<file path="config.mk">
export PLATFORM = sky130hd
export DESIGN_NAME = ctrl_seq
export DESIGN_NICKNAME = d
export VERILOG_FILES = /design/src/rtl/ctrl_pkg.sv /design/src/rtl/ctrl_seq_decode.sv /design/src/rtl/ctrl_seq.sv
export SDC_FILE = /design/constraint.sdc
export NUM_CORES = 1
export LEC_CHECK = 0
export CORE_MARGIN = 5
export CORE_UTILIZATION = 60
export DETAILED_ROUTE_END_ITERATION = 10
export DONT_BUFFER_PORTS = 1
export PLACE_DENSITY_LB_ADDON = 0.1
export SLEW_MARGIN = 20
export SYNTH_ARGS = -nofsm -noshare
export SYNTH_HDL_FRONTEND = slang
export SYNTH_SLANG_ARGS = --single-unit
</file>
<file path="constraint.sdc">
create_clock -name clk -period 2.9 [get_ports clk]
set_clock_uncertainty 0.1 [all_clocks]
set_input_delay 0.435 -clock clk [delete_from_list [all_inputs] [get_ports clk]]
set_output_delay 0.435 -clock clk [all_outputs]
set_load 0.005 [all_outputs]
</file>
<file path="src/rtl/ctrl_pkg.sv">
// Shared definitions for the bus-computer microcode sequencer: opcodes,
// step encoding, sequencer states and the control word in bus order.
package ctrl_pkg;

  localparam logic [3:0] OP_NOP = 4'h0;
  localparam logic [3:0] OP_LDA = 4'h1;
  localparam logic [3:0] OP_ADD = 4'h2;
  localparam logic [3:0] OP_SUB = 4'h3;
  localparam logic [3:0] OP_STA = 4'h4;
  localparam logic [3:0] OP_JMP = 4'h6;
  localparam logic [3:0] OP_JC  = 4'h7;
  localparam logic [3:0] OP_JZ  = 4'h8;
  localparam logic [3:0] OP_OUT = 4'hE;
  localparam logic [3:0] OP_HLT = 4'hF;

  localparam logic [2:0] STEP_T0   = 3'd0;
  localparam logic [2:0] STEP_T1   = 3'd1;
  localparam logic [2:0] STEP_T2   = 3'd2;
  localparam logic [2:0] STEP_T3   = 3'd3;
  localparam logic [2:0] STEP_T4   = 3'd4;
  localparam logic [2:0] STEP_T5   = 3'd5;
  localparam logic [2:0] STEP_IDLE = 3'd7;

  typedef enum logic [1:0] {
    ST_IDLE = 2'd0,
    ST_RUN  = 2'd1,
    ST_HALT = 2'd2
  } seq_state_t;

  // Field order matches the enable order on the shared bus, MSB first.
  typedef struct packed {
    logic pcoe;
    logic pcjmp;
    logic pcinc;
    logic awa;
    logic aoa;
    logic bwa;
    logic boa;
    logic sumout;
    logic sub;
    logic flagsin;
    logic marwa;
    logic ramoa;
    logic ramwa;
    logic inregwa;
    logic inregoa;
    logic outregwa;
  } ctrl_word_t;

  localparam ctrl_word_t CW_NONE = '0;

  // Instructions whose T2 puts the operand address into the MAR.
  function automatic logic loads_mar(input logic [3:0] op);
    return (op == OP_LDA) || (op == OP_ADD) || (op == OP_SUB) || (op == OP_STA);
  endfunction

endpackage

</file>
<file path="src/rtl/ctrl_seq_decode.sv">
// Combinational microcode ROM: control word, final-step and halt flags for
// the step about to be entered.
module ctrl_seq_decode
  import ctrl_pkg::*;
(
  input  logic [2:0]  i_step,
  input  logic [3:0]  i_opcode,
  input  logic        i_cf,
  input  logic        i_zf,
  output ctrl_word_t  o_ctrl,
  output logic        o_last,
  output logic        o_halt
);

  ctrl_word_t w_cw;
  logic       w_last;
  logic       w_halt;

  always_comb begin
    // NOTE: every output gets a default first so no path can infer a latch.
    w_cw   = CW_NONE;
    w_last = 1'b0;
    w_halt = 1'b0;
    case (i_step)
      STEP_T0: begin
        w_cw.pcoe  = 1'b1;
        w_cw.marwa = 1'b1;
      end
      STEP_T1: begin
        w_cw.ramoa   = 1'b1;
        w_cw.inregwa = 1'b1;
        w_cw.pcinc   = 1'b1;
      end
      STEP_T2: begin
        if (loads_mar(i_opcode)) begin
          w_cw.inregoa = 1'b1;
          w_cw.marwa   = 1'b1;
        end else begin
          w_last = 1'b1;
          case (i_opcode)
            OP_JMP: begin
              w_cw.inregoa = 1'b1;
              w_cw.pcjmp   = 1'b1;
            end
            OP_JC: begin
              w_cw.inregoa = 1'b1;
              w_cw.pcjmp   = i_cf;
            end
            OP_JZ: begin
              w_cw.inregoa = 1'b1;
              w_cw.pcjmp   = i_zf;
            end
            OP_OUT: begin
              w_cw.aoa      = 1'b1;
              w_cw.outregwa = 1'b1;
            end
            OP_HLT:  w_halt = 1'b1;
            default: w_cw   = CW_NONE;
          endcase
        end
      end
      STEP_T3: begin
        case (i_opcode)
          OP_LDA: begin
            w_cw.ramoa = 1'b1;
            w_cw.awa   = 1'b1;
            w_last     = 1'b1;
          end
          OP_ADD, OP_SUB: begin
            w_cw.ramoa = 1'b1;
            w_cw.bwa   = 1'b1;
          end
          OP_STA: begin
            w_cw.aoa   = 1'b1;
            w_cw.ramwa = 1'b1;
            w_last     = 1'b1;
          end
          default: w_last = 1'b1;
        endcase
      end
      STEP_T4: begin
        w_last = 1'b1;
        if ((i_opcode == OP_ADD) || (i_opcode == OP_SUB)) begin
          w_cw.sumout  = 1'b1;
          w_cw.awa     = 1'b1;
          w_cw.flagsin = 1'b1;
          w_cw.sub     = (i_opcode == OP_SUB);
        end
      end
      // T5 and the IDLE code are dead ends: drive nothing, return to T0.
      default: w_last = 1'b1;
    endcase
  end

  assign o_ctrl = w_cw;
  assign o_last = w_last;
  assign o_halt = w_halt;

endmodule

</file>
<file path="src/rtl/ctrl_seq.sv">
// Microcode sequencer top: step/halt state, opcode latch and the registered
// control word, all updated on the falling clock edge.
module ctrl_seq
  import ctrl_pkg::*;
#(
  parameter int NSTEP = 6
) (
  input  logic       clk,
  input  logic       clr,
  input  logic [3:0] opcode,
  input  logic       cf,
  input  logic       zf,
  output logic       pcoe,
  output logic       pcjmp,
  output logic       pcinc,
  output logic       awa,
  output logic       aoa,
  output logic       bwa,
  output logic       boa,
  output logic       sumout,
  output logic       sub,
  output logic       flagsin,
  output logic       marwa,
  output logic       ramoa,
  output logic       ramwa,
  output logic       inregwa,
  output logic       inregoa,
  output logic       outregwa,
  output logic       halt,
  output logic [2:0] step
);

  localparam logic [2:0] LAST_RING_STEP = 3'(NSTEP - 1);

  seq_state_t r_state;
  seq_state_t w_state_next;
  logic [2:0] r_step;
  logic [2:0] w_step_next;
  logic [3:0] r_opcode;
  logic       r_last;
  logic       r_halt;
  ctrl_word_t r_ctrl;

  logic [2:0] w_dec_step;
  logic [3:0] w_dec_opcode;
  ctrl_word_t w_dec_ctrl;
  logic       w_dec_last;
  logic       w_dec_halt;

  ctrl_word_t w_ctrl_next;
  logic       w_last_next;
  logic       w_halt_next;

  ctrl_seq_decode u_decode (
    .i_step   (w_dec_step),
    .i_opcode (w_dec_opcode),
    .i_cf     (cf),
    .i_zf     (zf),
    .o_ctrl   (w_dec_ctrl),
    .o_last   (w_dec_last),
    .o_halt   (w_dec_halt)
  );

  // State register: falling edge so the control word is settled for the
  // datapath's rising-edge latch.
  always_ff @(negedge clk) begin
    // NOTE: sequential state uses non-blocking assignments only.
    if (!clr) begin
      r_state  <= ST_IDLE;
      r_step   <= STEP_IDLE;
      r_opcode <= OP_NOP;
      r_last   <= 1'b0;
      r_halt   <= 1'b0;
      r_ctrl   <= CW_NONE;
    end else begin
      r_state  <= w_state_next;
      r_step   <= w_step_next;
      r_opcode <= w_dec_opcode;
      r_last   <= w_last_next;
      r_halt   <= w_halt_next;
      r_ctrl   <= w_ctrl_next;
    end
  end

  // Next state: the step to enter, and the opcode it decodes against.
  always_comb begin
    w_dec_step   = STEP_T0;
    w_state_next = r_state;
    w_step_next  = r_step;
    case (r_state)
      ST_IDLE: begin
        w_state_next = ST_RUN;
        w_step_next  = STEP_T0;
      end
      ST_RUN: begin
        if (r_last || (r_step >= LAST_RING_STEP)) begin
          w_dec_step = STEP_T0;
        end else begin
          w_dec_step = r_step + 3'd1;
        end
        if (w_dec_halt) begin
          w_state_next = ST_HALT;
          w_step_next  = STEP_IDLE;
        end else begin
          w_step_next = w_dec_step;
        end
      end
      ST_HALT: begin
        w_state_next = ST_HALT;
        w_step_next  = STEP_IDLE;
      end
      default: begin
        w_state_next = ST_IDLE;
        w_step_next  = STEP_IDLE;
      end
    endcase
    if (!clr) begin
      w_state_next = ST_IDLE;
      w_step_next  = STEP_IDLE;
    end
  end

  // The opcode is captured only on the edge entering T2; later steps of the
  // same instruction decode against the latched copy.
  assign w_dec_opcode = (r_state == ST_RUN && w_dec_step == STEP_T2) ? opcode : r_opcode;

  // Outputs for the state being entered.
  always_comb begin
    w_ctrl_next = CW_NONE;
    w_last_next = 1'b0;
    w_halt_next = 1'b0;
    case (w_state_next)
      ST_RUN: begin
        w_ctrl_next = w_dec_ctrl;
        w_last_next = w_dec_last;
      end
      ST_HALT: w_halt_next = 1'b1;
      default: w_ctrl_next = CW_NONE;
    endcase
  end

  assign pcoe     = r_ctrl.pcoe;
  assign pcjmp    = r_ctrl.pcjmp;
  assign pcinc    = r_ctrl.pcinc;
  assign awa      = r_ctrl.awa;
  assign aoa      = r_ctrl.aoa;
  assign bwa      = r_ctrl.bwa;
  assign boa      = r_ctrl.boa;
  assign sumout   = r_ctrl.sumout;
  assign sub      = r_ctrl.sub;
  assign flagsin  = r_ctrl.flagsin;
  assign marwa    = r_ctrl.marwa;
  assign ramoa    = r_ctrl.ramoa;
  assign ramwa    = r_ctrl.ramwa;
  assign inregwa  = r_ctrl.inregwa;
  assign inregoa  = r_ctrl.inregoa;
  assign outregwa = r_ctrl.outregwa;
  assign halt     = r_halt;
  assign step     = r_step;

endmodule

</file>
# [After elaboration in Yosys (flattened, before gate mapping)]
# Index checks and enable logic that the tools add are counted.
[totals] ff_bits=27 inputBits=8 output_inout_bits=20
[classes] n_addsub=1 n_lt_le_gt_ge=1 n_eq_ne=17 muxes=35 bitwise_logic=3 reduce_logical=16
[op_table] cell="2-to-1 mux 1 bit" n=16
[op_table] cell="equality test 4 x 3 -> 1 bit, second input constant" n=3
[op_table] cell="equality test 4 bit, second input constant" n=3
[op_table] cell="2-to-1 mux 3 bit" n=4
[op_table] cell="one-hot mux 3 bit (2 select lines)" n=2
[op_table] cell="one-hot mux 1 bit (3 select lines)" n=3
[op_table] cell="equality test 4 x 2 -> 1 bit, second input constant" n=2
[op_table] cell="one-hot mux 1 bit (2 select lines)" n=4
[op_table] cell="equality test 3 x 2 -> 1 bit, second input constant" n=2
[op_table] cell="2-to-1 mux 6 bit" n=1
[op_table] cell="one-hot mux 2 bit (3 select lines)" n=1
[op_table] cell="AND reduction 3 bit" n=2
[op_table] cell="OR reduction 3 bit" n=2
[op_table] cell="logical OR 1 bit" n=5
[op_table] cell="equality test 2 x 1 -> 1 bit, second input constant" n=2
[op_table] cell="equality test 2 bit, second input constant" n=2
[op_table] cell="equality test 4 x 1 -> 1 bit, second input constant" n=1
[op_table] cell="2-to-1 mux 2 bit" n=2
[op_table] cell="2-to-1 mux 4 bit" n=1
[op_table] cell="one-hot mux 2 bit (2 select lines)" n=1
[op_table] cell="OR reduction 2 bit" n=2
[op_table] cell="OR reduction 4 bit" n=1
[op_table] cell="adder 3 x 1 -> 3 bit, second input constant" n=1
[op_table] cell="equality test 3 x 1 -> 1 bit, second input constant" n=1
[op_table] cell="other kinds (7)" n=9

# [Depth between registers and ports, before layout]
# Gate-level depths: netlist of the first run.
[logic_depth] word_depth=19 ltp_mapped=9 ltp_nobuf=7

# [By module]
# Synthesis of the first run repeated with hierarchy kept, for this count alone.
[hier_totals] hier_cells=136 hier_area_um2=1262.5
[modules_own_cells] mod="ctrl_seq" n_inst=1 cells_per_inst=84 area_per_inst_um2=950.9
[modules_own_cells] mod="ctrl_seq_decode" n_inst=1 cells_per_inst=52 area_per_inst_um2=311.5

==> results of run 1 <==
[cells by family after synthesis]
| family | Yosys count | synth area share (%) |
|---|---|---|
| xor+xnor | 2 | 1.57 |
| buf+inv | 12 | 6.71 |
| simple gates | 58 | 29.0 |
| mux | 5 | 4.47 |
| fa+ha+maj | 2 | 2.24 |
| compound gates | 23 | 12.8 |
| other cells | 1 | 0.335 |
| flops | 24 | 43.0 |
[per-stage QoR]
step	instances	setup TNS (ns)	worst slack [ns]
floorplan	127	-0.0401	-0.0401
CTS	176	0	0.0839
detailed placement	149	0	0.0297
global placement	149	0	0.0179
finish	176	0	0.0986
global route	176	0	0.0514
[Yosys cell counts, drive strengths merged]
library cell	instances	area (um^2)
dfxtp	24	480
nor2	12	52.6
nand2	9	33.8
nor2b	7	43.8
o21ai	7	35.0
a21oi	6	33.8
buf	5	48.8
inv	5	18.8
mux2i	5	50.1
nor3	5	30.0
nor4	5	31.3
or3	5	36.3
a21boi	3	22.5
and3	3	18.8
nand2b	3	18.8
nand3	3	15.0
clkbuf	2	7.51
ha	2	25.0
nor3b	2	15.0
o22ai	2	12.5
a211oi	1	7.51
a31oi	1	6.26
conb	1	3.75
nand3b	1	7.51
nand4	1	6.26
nor4b	1	8.76
o2111ai	1	8.76
o21a	1	7.51
o31a	1	8.76
or2	1	6.26
xnor2	1	8.76
xor2	1	8.76
[how the worst max path moves through the flow]
stage	from	end	slack (ns)	depth (start not counted)
after floorplan	opcode[2]	aoa$_SDFF_NN0_	-0.04	5
after global placement	opcode[2]	aoa$_SDFF_NN0_	0.02	4
after detailed placement	clr	aoa$_SDFF_NN0_	0.03	5
after CTS	step[0]$_SDFF_NN1_	step[0]	0.08	0
after global routing	step[0]$_SDFF_NN1_	step[0]	0.05	0
final	step[0]$_SDFF_NN1_	step[0]	0.1	0
[power groups by stage]
stage                     clock network (mW)  logic (mW)  registers [mW]
after detailed placement              0.0527      0.0852           0.362
final                                  0.296      0.0882           0.356
after global placement                0.0527      0.0832           0.361
after global routing                   0.357      0.0980           0.357
after floorplan                       0.0527      0.0773           0.358
after CTS                              0.310      0.0867           0.356
[metal layers]
layer  GRT usage, %  share of wire, %  vias up
met5              0                 0        -
met4           17.0               3.5        0
met1           22.9                39      474
met3           8.45                10       11
met2           31.8                47       50
li1               -                 -      486
[cell type report]
cell class / instances / share of cell area (%)
clock buffer: 3 / 1.82
clock inverter: 25 / 7.77
inverter: 4 / 1.21
multi-input combinational: 91 / 45.4
sequential: 24 / 38.8
tap: 25 / 2.52
timing repair buffer: 4 / 2.42
[cell usage in the layout (no fill, tap or decap), types with 2 or more instances in the layout]
cell type  instances
buf_4              4
o21ai_0            7
nor3_1             4
nor2b_1            7
o22ai_1            2
or3_1              4
dfxtp_1           23
nand2b_1           3
nand3_1            3
inv_1             28
ha_1               2
nor2_1            11
a21oi_1            5
a21boi_0           3
nor4_1             5
nor3b_1            2
and3_1             3
mux2i_1            5
nand2_1            9
clkbuf_4           3
[timing repair]
item	4_1_cts	5_1_grt
setup endpoints to repair	1	0
resized for setup	1	0
buffers inserted	0	0
==> results.tsv, run 1 <==
metric	value	unit
arrival	2.27	ns
clkPwrFrac	40.0	%
power	0.741	mW
drt_iter0_markers	24	
finalWirelength	2.50	mm
critPathLaunchType	flip-flop	
clock_sinks	24	
netlist_instances	127	
worst_setup_path_end_kind	primary output	
setup_viol	0	
place_congestion	0.868	
ant_nets	0	
yosysSeqAreaShare	43.0	%
clk_latency	0.40	ns
hpwl	1.77	mm
avgSynthCellArea	8.81	um^2
grt_pass1_vias	1016	
hold_end	r_opcode[1]$_SDFF_NN0_	
die_area	2830	um^2
die_w	53.2	um
hold_buffers	0	
fin_util	71.0	%
multi_input_area	563	um^2
internal-power	0.473	mW
largest_reg_flops	4	
n_antenna_cell	0	
min_delay_path_depth	2	
tritoncts	done	
timing.hold.ws	0.414	ns
dieHeight	53.2	um
grt_max_degree	15	
p_comb_share	11.9	%
ioPinCount	28	
r2r_slack	0.29	ns
root_buffer	clkbuf_4	
p_leak	0.542	nW
worstPathMaxFanout	11	
port_buffers	0	
cap_violations	0	
via_per_inst	5.80	
crit_required	2.37	ns
outcome	finished, final reports clean	
grt_use_total	21.0	%
total_switching_power	0.267	mW
vias	1021	
switching_share	36.1	%
synth_warnings	0	
drive_above_1_share	8.61	%
initial_core_util	64.1	%
drc	0	
ys_types	38	
cts_max_level	1	
worst-setup-path-type	reg -> out	
rows	15	
clkTransAtPathRegs	0.04	ns
hp-class	reg -> reg	
final_nets	162	
core_area	1750	um^2
antenna_found_initial	0	
slew_viol_final	0	
netlist_area	1120	um^2
power.density	597	nW/um^2
syn2layout_area_growth	10.9	%
timing.rr.end	awa$_SDFF_NN0_	
dr.pass1.iters	4	
max-clock-path-buffers	2	
grt_pass1_wl	4.30	mm
ys_ff_latch	24	
ff2ff_path_depth	7	
pwr-share-seq	48.1	%
seq_area	482	um^2
fin_area	1240	um^2
syn_nets	137	
grt_overflow	0	
finalHoldViolCount	0	
wl_per_cell	14.2	um
rsz0062_at_grt	no	
ir_drop	0.365	mV
place_area	1120	um^2
hp-start	r_opcode[1]$_SDFF_NN0_	
cts_buffers	3	
timing.rr.start	step[1]$_SDFF_NN1_	
nFillCells	152	
largest_register	r_opcode	
No activity file was read; power rests on OpenSTA's default activity.
==> inputs of run 2 (changes only) <==
Settings changed: ABC_AREA set to 1, CORE_MARGIN 5 to unset.
==> results.tsv, run 2 <==
metric	value	unit
timing.hold.ws	0.432	ns
drt_iter0_markers	45	
grt_pass1_vias	974	
hold_buffers	0	
avgSynthCellArea	7.67	um^2
worst_setup_path_end_kind	primary output	
grt_max_degree	16	
grt_use_total	23.8	%
ys_types	22	
grt_overflow	0	
clkPwrFrac	37.5	%
post_cts_buffers	0	
place_area	1150	um^2
clk_latency	0.39	ns
largest_reg_flops	4	
die_area	2080	um^2
crit_required	2.37	ns
tritoncts	done	
ant_nets	0	
synth_warnings	0	
nFillCells	160	
setup_viol	0	
hp-class	reg -> reg	
power	0.747	mW
hpwl	1.59	mm
ioPinCount	28	
pwr-share-seq	47.5	%
root_buffer	clkbuf_4	
fin_area	1270	um^2
slew_viol_final	0	
final_cell_mix	45 x inv_1, 28 x nand2_1, 24 x dfxtp_1	
via_per_inst	4.77	
core_area	1760	um^2
antenna_found_initial	0	
fin_util	71.8	%
grt_pass1_wl	3.64	mm
place_congestion	0.832	
total_switching_power	0.270	mW
yosysSeqAreaShare	42.1	%
min_delay_path_depth	2	
wl_per_cell	10.6	um
worstPathMaxFanout	6	
synth_edf_count	0	
finalWirelength	2.11	mm
vias	949	
dr.pass1.iters	4	
power.density	590	nW/um^2
port_buffers	0	
final_cells	199	
largest_register	r_opcode	
syn_nets	159	
cts_resized	0	
ys_top_cells_by_area	dfxtp_1 42%, nand2_1 9.2%, nor2_1 7.6%	
finalHoldViolCount	0	
ys_top_cells_by_count	28 x nand2_1, 24 x dfxtp_1, 23 x nor2_1	
cts_max_level	1	
synth_most_common_cell	nand2_1	
drive_above_1_share	19.5	%
rows	15	
initial_core_util	64.8	%
cts_buffers	3	
max-clock-path-buffers	2	
worst_slack	0.0830	ns
drc	0	
n_antenna_cell	0	
synth-async-reset-ratio	0	%
ir_drop	0.376	mV
p_leak	0.713	nW
netlist_instances	149	
die_w	45.6	um
ff2ff_path_depth	11	
mostFrequentLayoutCell	inv_1	
post-place-ws	0.0468	ns
yosysTopAreaCellShare	42.1	%
clkTransAtPathRegs	0.04	ns
arrival	2.28	ns
place_inst	172	
dieHeight	45.6	um
syn2layout_area_growth	10.8	%
rsz0062_at_grt	no	
ys.flop_type	dfxtp_1	
internal-power	0.477	mW
critPathLaunchType	flip-flop	
final_nets	185	
worst-setup-path-type	reg -> out	
cp.depth	0	
setup_tns	0	ns
netlist_area	1140	um^2
cap_violations	0	
outcome	finished, final reports clean	
ys_ff_latch	24	
p_comb_share	15.0	%
clock_sinks	24	
netlist.top_cell.by_area	dfxtp_1	
switching_share	36.2	%
run 2: worst paths after layout:
path	startpoint	end	slack (ns)
setup reg to reg	step[0]$_SDFF_NN1_	inregoa$_SDFF_NN0_	0.54
hold reg to reg	r_state[1]$_SDFF_NN0_	r_state[1]$_SDFF_NN0_	0.43
setup / recovery	step[0]$_SDFF_NN1_	step[0]	0.08
hold / removal	r_state[1]$_SDFF_NN0_	r_state[1]$_SDFF_NN0_	0.43
run 2: routing by layer:
layer | vias to the layer above | global-route usage [%] | part of all wire, % | routed length (um)
met2 | 29 | 36.9 | 47 | 993
li1 | 498 | - | - | -
met4 | 0 | 12.7 | 0.62 | 13
met1 | 420 | 28.6 | 48 | 1000
met5 | - | 0 | 0 | 0
met3 | 2 | 8.33 | 4.8 | 101
run 2: cell families after synthesis:
family | synth area share (%)
compound gates | 5.92
fa+ha+maj | 2.19
simple gates | 38.7
flops | 42.1
other cells | 0.328
buf+inv | 10.8
run 2: area by class of cell:
class | instances | area [um^2] | share of cell area [%]
timing repair buffer | 2 | 15.0 | 1.19
clock inverter | 25 | 96.3 | 7.61
multi-input combinational | 98 | 538 | 42.5
tap | 25 | 31.3 | 2.47
clock buffer | 3 | 22.5 | 1.78
sequential | 24 | 480 | 37.9
inverter | 22 | 82.6 | 6.52
run 2: power by group through the flow:
| stage | clock network, mW | registers (mW) | logic [mW] |
|---|---|---|---|
| floorplan | 0.0527 | 0.359 | 0.0959 |
| global placement | 0.0527 | 0.360 | 0.110 |
| detailed placement | 0.0527 | 0.361 | 0.112 |
| CTS | 0.296 | 0.354 | 0.113 |
| global route | 0.340 | 0.355 | 0.128 |
| finish | 0.280 | 0.355 | 0.112 |
run 2: worst reg2reg max path, cell delays in order (launching register included):
cell and delay, ns:
dfxtp_1 0.45, ha_1 0.29, inv_1 0.10, nand4_4 0.15, nor2_4 0.40, nand2_1 0.14, nor2_1 0.24, nand2_4 0.11
nand2_4 0.09, inv_2 0.07, nand3_1 0.07, nand2_1 0.06
